## config.mk

```make
export PLATFORM = sky130hd
export DESIGN_NAME = sonar_tof_array
export DESIGN_NICKNAME = d
export VERILOG_FILES = /design/src/rtl/sonar_pkg.sv /design/src/rtl/sonar_echo_channel.sv /design/src/rtl/sonar_tof_array.sv
export SDC_FILE = /design/constraint.sdc
export NUM_CORES = 2
export LEC_CHECK = 0
export CORE_MARGIN = 2
export CORE_UTILIZATION = 33
export DETAILED_ROUTE_END_ITERATION = 8
export PLACE_DENSITY_LB_ADDON = 0.12
export REMOVE_ABC_BUFFERS = 1
export SYNTH_ARGS = -nofsm -noshare
export SYNTH_HDL_FRONTEND = slang
export SYNTH_SLANG_ARGS = --single-unit
```

## constraint.sdc

```tcl
create_clock -name clk -period 37 [get_ports clk]
set_input_delay 7.4 -clock clk [delete_from_list [all_inputs] [get_ports clk]]
set_output_delay 7.4 -clock clk [all_outputs]
set_load 0.03 [all_outputs]
```

## src/rtl/sonar_pkg.sv

```systemverilog
// Shared constants, state encoding and saturating helpers for the sonar TOF array.
package sonar_pkg;

    localparam int unsigned REG_CTRL    = 0;
    localparam int unsigned REG_STATUS  = 1;
    localparam int unsigned REG_BLANK   = 2;
    localparam int unsigned REG_TIMEOUT = 3;
    localparam int unsigned REG_CH_BASE = 16;

    localparam int unsigned CH_AMP    = 0;
    localparam int unsigned CH_THRESH = 1;
    localparam int unsigned CH_TOF    = 2;

    localparam int unsigned CTRL_START  = 0;
    localparam int unsigned CTRL_ABORT  = 1;
    localparam int unsigned CTRL_BYPASS = 2;

    localparam int unsigned STATUS_DONE    = 2;
    localparam int unsigned STATUS_HIT_LSB = 4;

    typedef enum logic [1:0] {
        StIdle   = 2'd0,
        StBlank  = 2'd1,
        StListen = 2'd2,
        StDone   = 2'd3
    } sonar_state_e;

    // Clamp a signed value into the range of a w-bit two's complement number.
    function automatic logic signed [31:0] sat_s(input logic signed [31:0] v,
                                                 input int unsigned w);
        logic signed [31:0] hi;
        logic signed [31:0] lo;
        hi = (32'sd1 <<< (w - 1)) - 32'sd1;
        lo = -(32'sd1 <<< (w - 1));
        if (v > hi) begin
            return hi;
        end else if (v < lo) begin
            return lo;
        end
        return v;
    endfunction

    function automatic logic signed [31:0] abs_s(input logic signed [31:0] v);
        return v[31] ? -v : v;
    endfunction

endpackage

```

## src/rtl/sonar_echo_channel.sv

```systemverilog
// One echo channel: gain, magnitude, moving-average ring buffer and threshold compare.
module sonar_echo_channel
    import sonar_pkg::*;
#(
    parameter int unsigned W        = 16,
    parameter int unsigned AVG_LOG2 = 3
) (
    input  logic         clk,
    input  logic         rst,
    input  logic         ce,
    input  logic         bypass,
    input  logic [W-1:0] x,
    input  logic [7:0]   amp,
    input  logic [W-1:0] thresh,
    output logic         cmp
);

    localparam int unsigned DEPTH = 1 << AVG_LOG2;
    localparam int unsigned SW    = W + AVG_LOG2;

    logic [W-1:0]         hist_q [DEPTH];
    logic [AVG_LOG2-1:0]  ptr_q;
    logic [SW-1:0]        sum_q;
    logic [SW-1:0]        sum_d;
    logic signed [31:0]   prod;
    logic signed [31:0]   gain;
    logic signed [31:0]   mag;
    logic [W-1:0]         a;
    logic [W-1:0]         m;
    logic                 unused_mag;

    // The sum includes the sample being presented, so the compare sees it on the same strobe.
    always_comb begin
        prod  = $signed({{(32 - W){x[W-1]}}, x}) * $signed({24'd0, amp});
        gain  = sat_s(prod >>> 4, W);
        mag   = sat_s(abs_s(gain), W);
        a     = mag[W-1:0];
        sum_d = sum_q + SW'(a) - SW'(hist_q[ptr_q]);
        m     = bypass ? a : sum_d[SW-1:AVG_LOG2];
        cmp   = m > thresh;
    end

    assign unused_mag = ^mag[31:W];

    always_ff @(posedge clk) begin
        if (rst) begin
            for (int i = 0; i < int'(DEPTH); i++) begin
                hist_q[i] <= '0;
            end
            ptr_q <= '0;
            sum_q <= '0;
        end else if (ce) begin
            hist_q[ptr_q] <= a;
            ptr_q         <= ptr_q + 1'b1;
            sum_q         <= sum_d;
        end
    end

endmodule

```

## src/rtl/sonar_tof_array.sv

```systemverilog
// N-channel sonar echo detector: register file, sample timer, measurement FSM and TOF capture.
module sonar_tof_array
    import sonar_pkg::*;
#(
    parameter int unsigned N_CH     = 4,
    parameter int unsigned W        = 16,
    parameter int unsigned TW       = 16,
    parameter int unsigned AVG_LOG2 = 3,
    parameter int unsigned ADDR_W   = 6
) (
    input  logic              clk,
    input  logic              rst,
    input  logic              wb_valid_i,
    input  logic [ADDR_W-1:0] wbs_adr_i,
    input  logic [W-1:0]      wbs_dat_i,
    input  logic              wbs_strb_i,
    output logic              wbs_ack_o,
    output logic [W-1:0]      wbs_dat_o,
    input  logic              ce_pcm,
    input  logic [N_CH*W-1:0] pcm_i,
    output logic [N_CH-1:0]   hit_o,
    output logic              busy_o,
    output logic              done_irq_o
);

    localparam logic [W-1:0] THRESH_RST = W'(16'h0400);

    sonar_state_e        state_q, state_d;
    logic [7:0]          amp_q    [N_CH];
    logic [W-1:0]        thresh_q [N_CH];
    logic [TW-1:0]       tof_q    [N_CH];
    logic [TW-1:0]       tof_d    [N_CH];
    logic [TW-1:0]       blank_q, timeout_q, timer_q, timer_d;
    logic [N_CH-1:0]     hit_q, hit_d, cmp;
    logic                bypass_q, done_q, done_d, irq_q, irq_d, ack_q;
    logic [W-1:0]        rdata_q, rdata_d;

    logic                wr_en, rd_en, ch_sel, start, abort;
    logic [ADDR_W-1:0]   ch_adr;
    logic [ADDR_W-3:0]   ch_idx;
    logic [1:0]          ch_off;

    always_comb begin
        wr_en  = wb_valid_i & wbs_strb_i;
        rd_en  = wb_valid_i & ~wbs_strb_i;
        ch_adr = wbs_adr_i - ADDR_W'(REG_CH_BASE);
        ch_idx = ch_adr[ADDR_W-1:2];
        ch_off = ch_adr[1:0];
        ch_sel = wbs_adr_i >= ADDR_W'(REG_CH_BASE);
        start  = wr_en && (wbs_adr_i == ADDR_W'(REG_CTRL)) && wbs_dat_i[CTRL_START];
        abort  = wr_en && (wbs_adr_i == ADDR_W'(REG_CTRL)) && wbs_dat_i[CTRL_ABORT];
    end

    for (genvar k = 0; k < N_CH; k++) begin : g_ch
        sonar_echo_channel #(
            .W        (W),
            .AVG_LOG2 (AVG_LOG2)
        ) u_ch (
            .clk    (clk),
            .rst    (rst),
            .ce     (ce_pcm),
            .bypass (bypass_q),
            .x      (pcm_i[k*W +: W]),
            .amp    (amp_q[k]),
            .thresh (thresh_q[k]),
            .cmp    (cmp[k])
        );
    end

    // Timer, hit and TOF next state; abort suppresses both start and sample updates.
    always_comb begin
        timer_d = timer_q;
        hit_d   = hit_q;
        tof_d   = tof_q;
        if (start && !abort) begin
            timer_d = '0;
            hit_d   = '0;
            for (int k = 0; k < int'(N_CH); k++) begin
                tof_d[k] = '0;
            end
        end else if (!abort && ce_pcm && (state_q == StBlank || state_q == StListen)) begin
            timer_d = (&timer_q) ? timer_q : timer_q + 1'b1;
            if (state_q == StListen) begin
                for (int k = 0; k < int'(N_CH); k++) begin
                    if (cmp[k] && !hit_q[k]) begin
                        hit_d[k] = 1'b1;
                        tof_d[k] = timer_q;
                    end
                end
            end
        end
    end

    always_ff @(posedge clk) begin
        if (rst) begin
            state_q <= StIdle;
        end else begin
            state_q <= state_d;
        end
    end

    always_comb begin
        state_d = state_q;
        if (abort) begin
            state_d = StIdle;
        end else if (start) begin
            state_d = StBlank;
        end else if (ce_pcm) begin
            unique case (state_q)
                StBlank:  if (timer_q == blank_q) state_d = StListen;
                StListen: if ((&hit_d) || (timer_q == timeout_q)) state_d = StDone;
                default:  state_d = state_q;
            endcase
        end
    end

    always_comb begin
        irq_d      = (state_d == StDone) && (state_q != StDone);
        done_d     = (start && !abort) ? 1'b0 : (done_q | irq_d);
        busy_o     = (state_q == StBlank) || (state_q == StListen);
        hit_o      = hit_q;
        done_irq_o = irq_q;
        wbs_ack_o  = ack_q;
        wbs_dat_o  = rdata_q;
    end

    always_comb begin
        rdata_d = '0;
        if (rd_en) begin
            case (wbs_adr_i)
                ADDR_W'(REG_CTRL):    rdata_d[CTRL_BYPASS] = bypass_q;
                ADDR_W'(REG_STATUS): begin
                    rdata_d[1:0]                     = state_q;
                    rdata_d[STATUS_DONE]             = done_q;
                    rdata_d[STATUS_HIT_LSB +: N_CH]  = hit_q;
                end
                ADDR_W'(REG_BLANK):   rdata_d = W'(blank_q);
                ADDR_W'(REG_TIMEOUT): rdata_d = W'(timeout_q);
                default: begin
                    for (int k = 0; k < int'(N_CH); k++) begin
                        if (ch_sel && ch_idx == (ADDR_W-2)'(k)) begin
                            case (ch_off)
                                2'(CH_AMP):    rdata_d = W'(amp_q[k]);
                                2'(CH_THRESH): rdata_d = thresh_q[k];
                                2'(CH_TOF):    rdata_d = W'(tof_q[k]);
                                default:       rdata_d = '0;
                            endcase
                        end
                    end
                end
            endcase
        end
    end

    always_ff @(posedge clk) begin
        if (rst) begin
            for (int k = 0; k < int'(N_CH); k++) begin
                amp_q[k]    <= '0;
                thresh_q[k] <= THRESH_RST;
                tof_q[k]    <= '0;
            end
            blank_q   <= '0;
            timeout_q <= '1;
            bypass_q  <= 1'b0;
            timer_q   <= '0;
            hit_q     <= '0;
            done_q    <= 1'b0;
            irq_q     <= 1'b0;
            ack_q     <= 1'b0;
            rdata_q   <= '0;
        end else begin
            timer_q <= timer_d;
            hit_q   <= hit_d;
            tof_q   <= tof_d;
            done_q  <= done_d;
            irq_q   <= irq_d;
            ack_q   <= wb_valid_i;
            rdata_q <= rdata_d;
            if (wr_en) begin
                case (wbs_adr_i)
                    ADDR_W'(REG_CTRL):    bypass_q  <= wbs_dat_i[CTRL_BYPASS];
                    ADDR_W'(REG_BLANK):   blank_q   <= wbs_dat_i[TW-1:0];
                    ADDR_W'(REG_TIMEOUT): timeout_q <= wbs_dat_i[TW-1:0];
                    default: begin
                        for (int k = 0; k < int'(N_CH); k++) begin
                            if (ch_sel && ch_idx == (ADDR_W-2)'(k)) begin
                                if (ch_off == 2'(CH_AMP))    amp_q[k]    <= wbs_dat_i[7:0];
                                if (ch_off == 2'(CH_THRESH)) thresh_q[k] <= wbs_dat_i;
                            end
                        end
                    end
                endcase
            end
        end
    end

endmodule

```

==> results.ini <==
[status]
status = finished clean

[min_path]
worstHoldPathType = reg -> reg
min_path_cells = 2

[timing]
tightest_slew_ns = 1.232
slew_headroom_pct = 17.89
finalHoldViolCount = 0
rsz0062_at_grt = no
tns_ns = 0
finalSetupViolCount = 0
fin_skew_ns = 0.05463
fin_crit_ns = 20.83
fmax_mhz = 48.02
maxSlewViolCount = 0
min_period_over_period_pct = 56.29

[job]
max-cap-violations = 0

[yosys]
ys_warn_count = 0
ys_types = 103
yosysSeqAreaShare_pct = 35.75
synth_edf_count = 608
synth_ff_type = edfxtp_1
netlist_area_um2 = 64400
synth_seq_cells = 846
synth.avg_cell_area_um2 = 10.05
ys_async_sr_fraction_pct = 0
syn_inst = 6407

[cells_and_area]
final_cell_mix = nor2_1 (831), inv_1 (810), edfxtp_1 (608)
n_fill_cell = 19540
area_growth_pct = 11.73
drive_gt1_share_pct = 7.775
nNetsFinal = 7391
final_common_cell = nor2_1

[floorplanning]
ioPinCount = 114
die_w_um = 445.8
floorplan.initialDensity_pct = 33.13
fp-row-count = 162
die_area_um2 = 198700
coreArea_um2 = 194400
die_height_um = 445.8

[global_routing]
grt_use_total_pct = 19.56
overflow = 0
grt_pass1_wl_mm = 299.2
antenna_found_initial = 18
grt_max_degree = 106
grt_pass1_vias = 48450

[worst_setup_path]
rr_worst_depth = 45
cp-start-kind = primary input
path_buf_inv = 6
critPathKind = in -> reg
arrival_ns = 21.40
path_max_fanout = 16
required_ns = 37.57
critPathCaptureType = flop
crit_family = compound AO/OA/AOI/OAI gates
max_stage_delay_ns = 1.04
critPathSlowestCell = nor2b_2
worst-path-stages = 46

[clocking]
cts_htree_levels = 3
cts_tree = built
cts_sinks = 846
clk_path_buf_depth = 3
post_cts_buffers = 0
cts_resized = 0
path_clk_slew_ns = 0.06
cts_buffers = 99
hold_buffers = 0
cts_root_buf = clkbuf_16
insertion_delay_ns = 0.74

[detailed_routing]
vias = 46240
drt_wl_total_mm = 192.5
dr.pass1.iters = 6
viasPerCell = 5.070
ant_nets = 0
drc = 0
drtIter0Drc = 2931
wl_per_cell_um = 21.10

[place]
place_congestion = 0.8432
post-dp-hpwl_mm = 139.4
port_buffers = 113

[routing by layer]
| metal | up-vias | part of all wire [%] | GRT usage [%] |
|---|---|---|---|
| li1 | 21780 | - | - |
| met1 | 23240 | 46 | 26.92 |
| met4 | 0 | 2.8 | 5.634 |
| met5 | - | 0 | 0 |
| met3 | 234 | 3.7 | 1.810 |
| met2 | 986 | 47 | 32.69 |
[cell families (layout without fill, tap and decap cells)]
kind of cell	Yosys count	in the layout	share of synthesized area, %
AO/OA/AOI/OAI	842	842	8.780
XOR/XNOR	211	211	2.891
adder cells (fa/ha/maj)	812	812	21.28
buffers and inverters	1107	1238	6.474
flip-flops	846	846	35.75
multiplexers	391	391	8.648
other	2	43	0.01166
AND/OR/NAND/NOR	2196	2196	16.17
[registers in the layout, indices dropped and copies added (netlist names), named ones only]
name and cells:
amp_q 32, blank_q 16, bypass_q 1, done_irq_o 1, done_q 1, g_ch.u_ch.hist_q 512, g_ch.u_ch.ptr_q 12, g_ch.u_ch.sum_q 76
hit_o 4, state_q 2, thresh_q 64, timeout_q 16, timer_q 16, tof_q 64, wbs_ack_o 1, wbs_dat_o 16
[area by class of cell]
type	instances	area [um2]	share of cell area [%]
well taps	2542	3181	4.420
clock inverters	56	561.8	0.7808
multi-input cells	4488	37380	51.95
repair buffers	230	2011	2.794
clock buffers	129	2681	3.727
inverters	823	3090	4.295
flip-flops and latches	846	23030	32.00
diodes	7	17.52	0.02435
[worst paths after layout]
path	startpoint	to	slack, ns
hold / removal	blank_q[5]	blank_q[5]	0.49
setup reg to reg	amp_q[2][0]	tof_q[25]	22.51
hold reg to reg	blank_q[5]	blank_q[5]	0.49
setup / recovery	pcm_i[43]	tof_q[25]	16.17
[through the flow]
stage / hold WS, ns / utilization, % / area, um2 / worst slack [ns] / std cells
after CTS: 0.4838 / 37.01 / 71930 / 16.18 / 9114
after floorplan: 0.4435 / - / 63450 / 17.53 / 6157
final: 0.4871 / 37.02 / 71950 / 16.17 / 9121
after detailed placement: 0.4757 / 35.34 / 68690 / 15.48 / 8929
after global routing: 0.5037 / 37.01 / 71940 / 15.02 / 9118
after global placement: 0.4718 / 35.34 / 68690 / 15.44 / 8929
[tightest hold or removal path, stage by stage (launching register included)]
cell and delay (ns):
dfxtp_1 0.33, nand2_1 0.06, a21oi_1 0.05
[cell usage after synthesis, drive strengths merged (38+ instances only)]
cell    number  area, um2
nor2       833       3127
inv        822       3085
edfxtp     608      18260
fa         472       9449
nand2      452       1707
and2       401       2509
ha         340       4254
clkbuf     243      912.1
dfxtp      238       4765
mux2i      229       2292
a21oi      207       1051
o21ai      169      853.3
xnor2      130       1139
mux4       129       2905
nor3        97      485.5
nand3       83      415.4
xor2        80      700.7
nor2b       72      450.4
a21o        63      473.0
nand2b      56      350.3
o21a        54      405.4
o22ai       54      350.3
buf         41      167.7
nand4       40      250.2
or3         39      244.0
a211oi      38      327.8
Power is left out: the tool's default activity adds up to more than one toggle a clock period on the data nets, which glitch-free logic cannot reach.
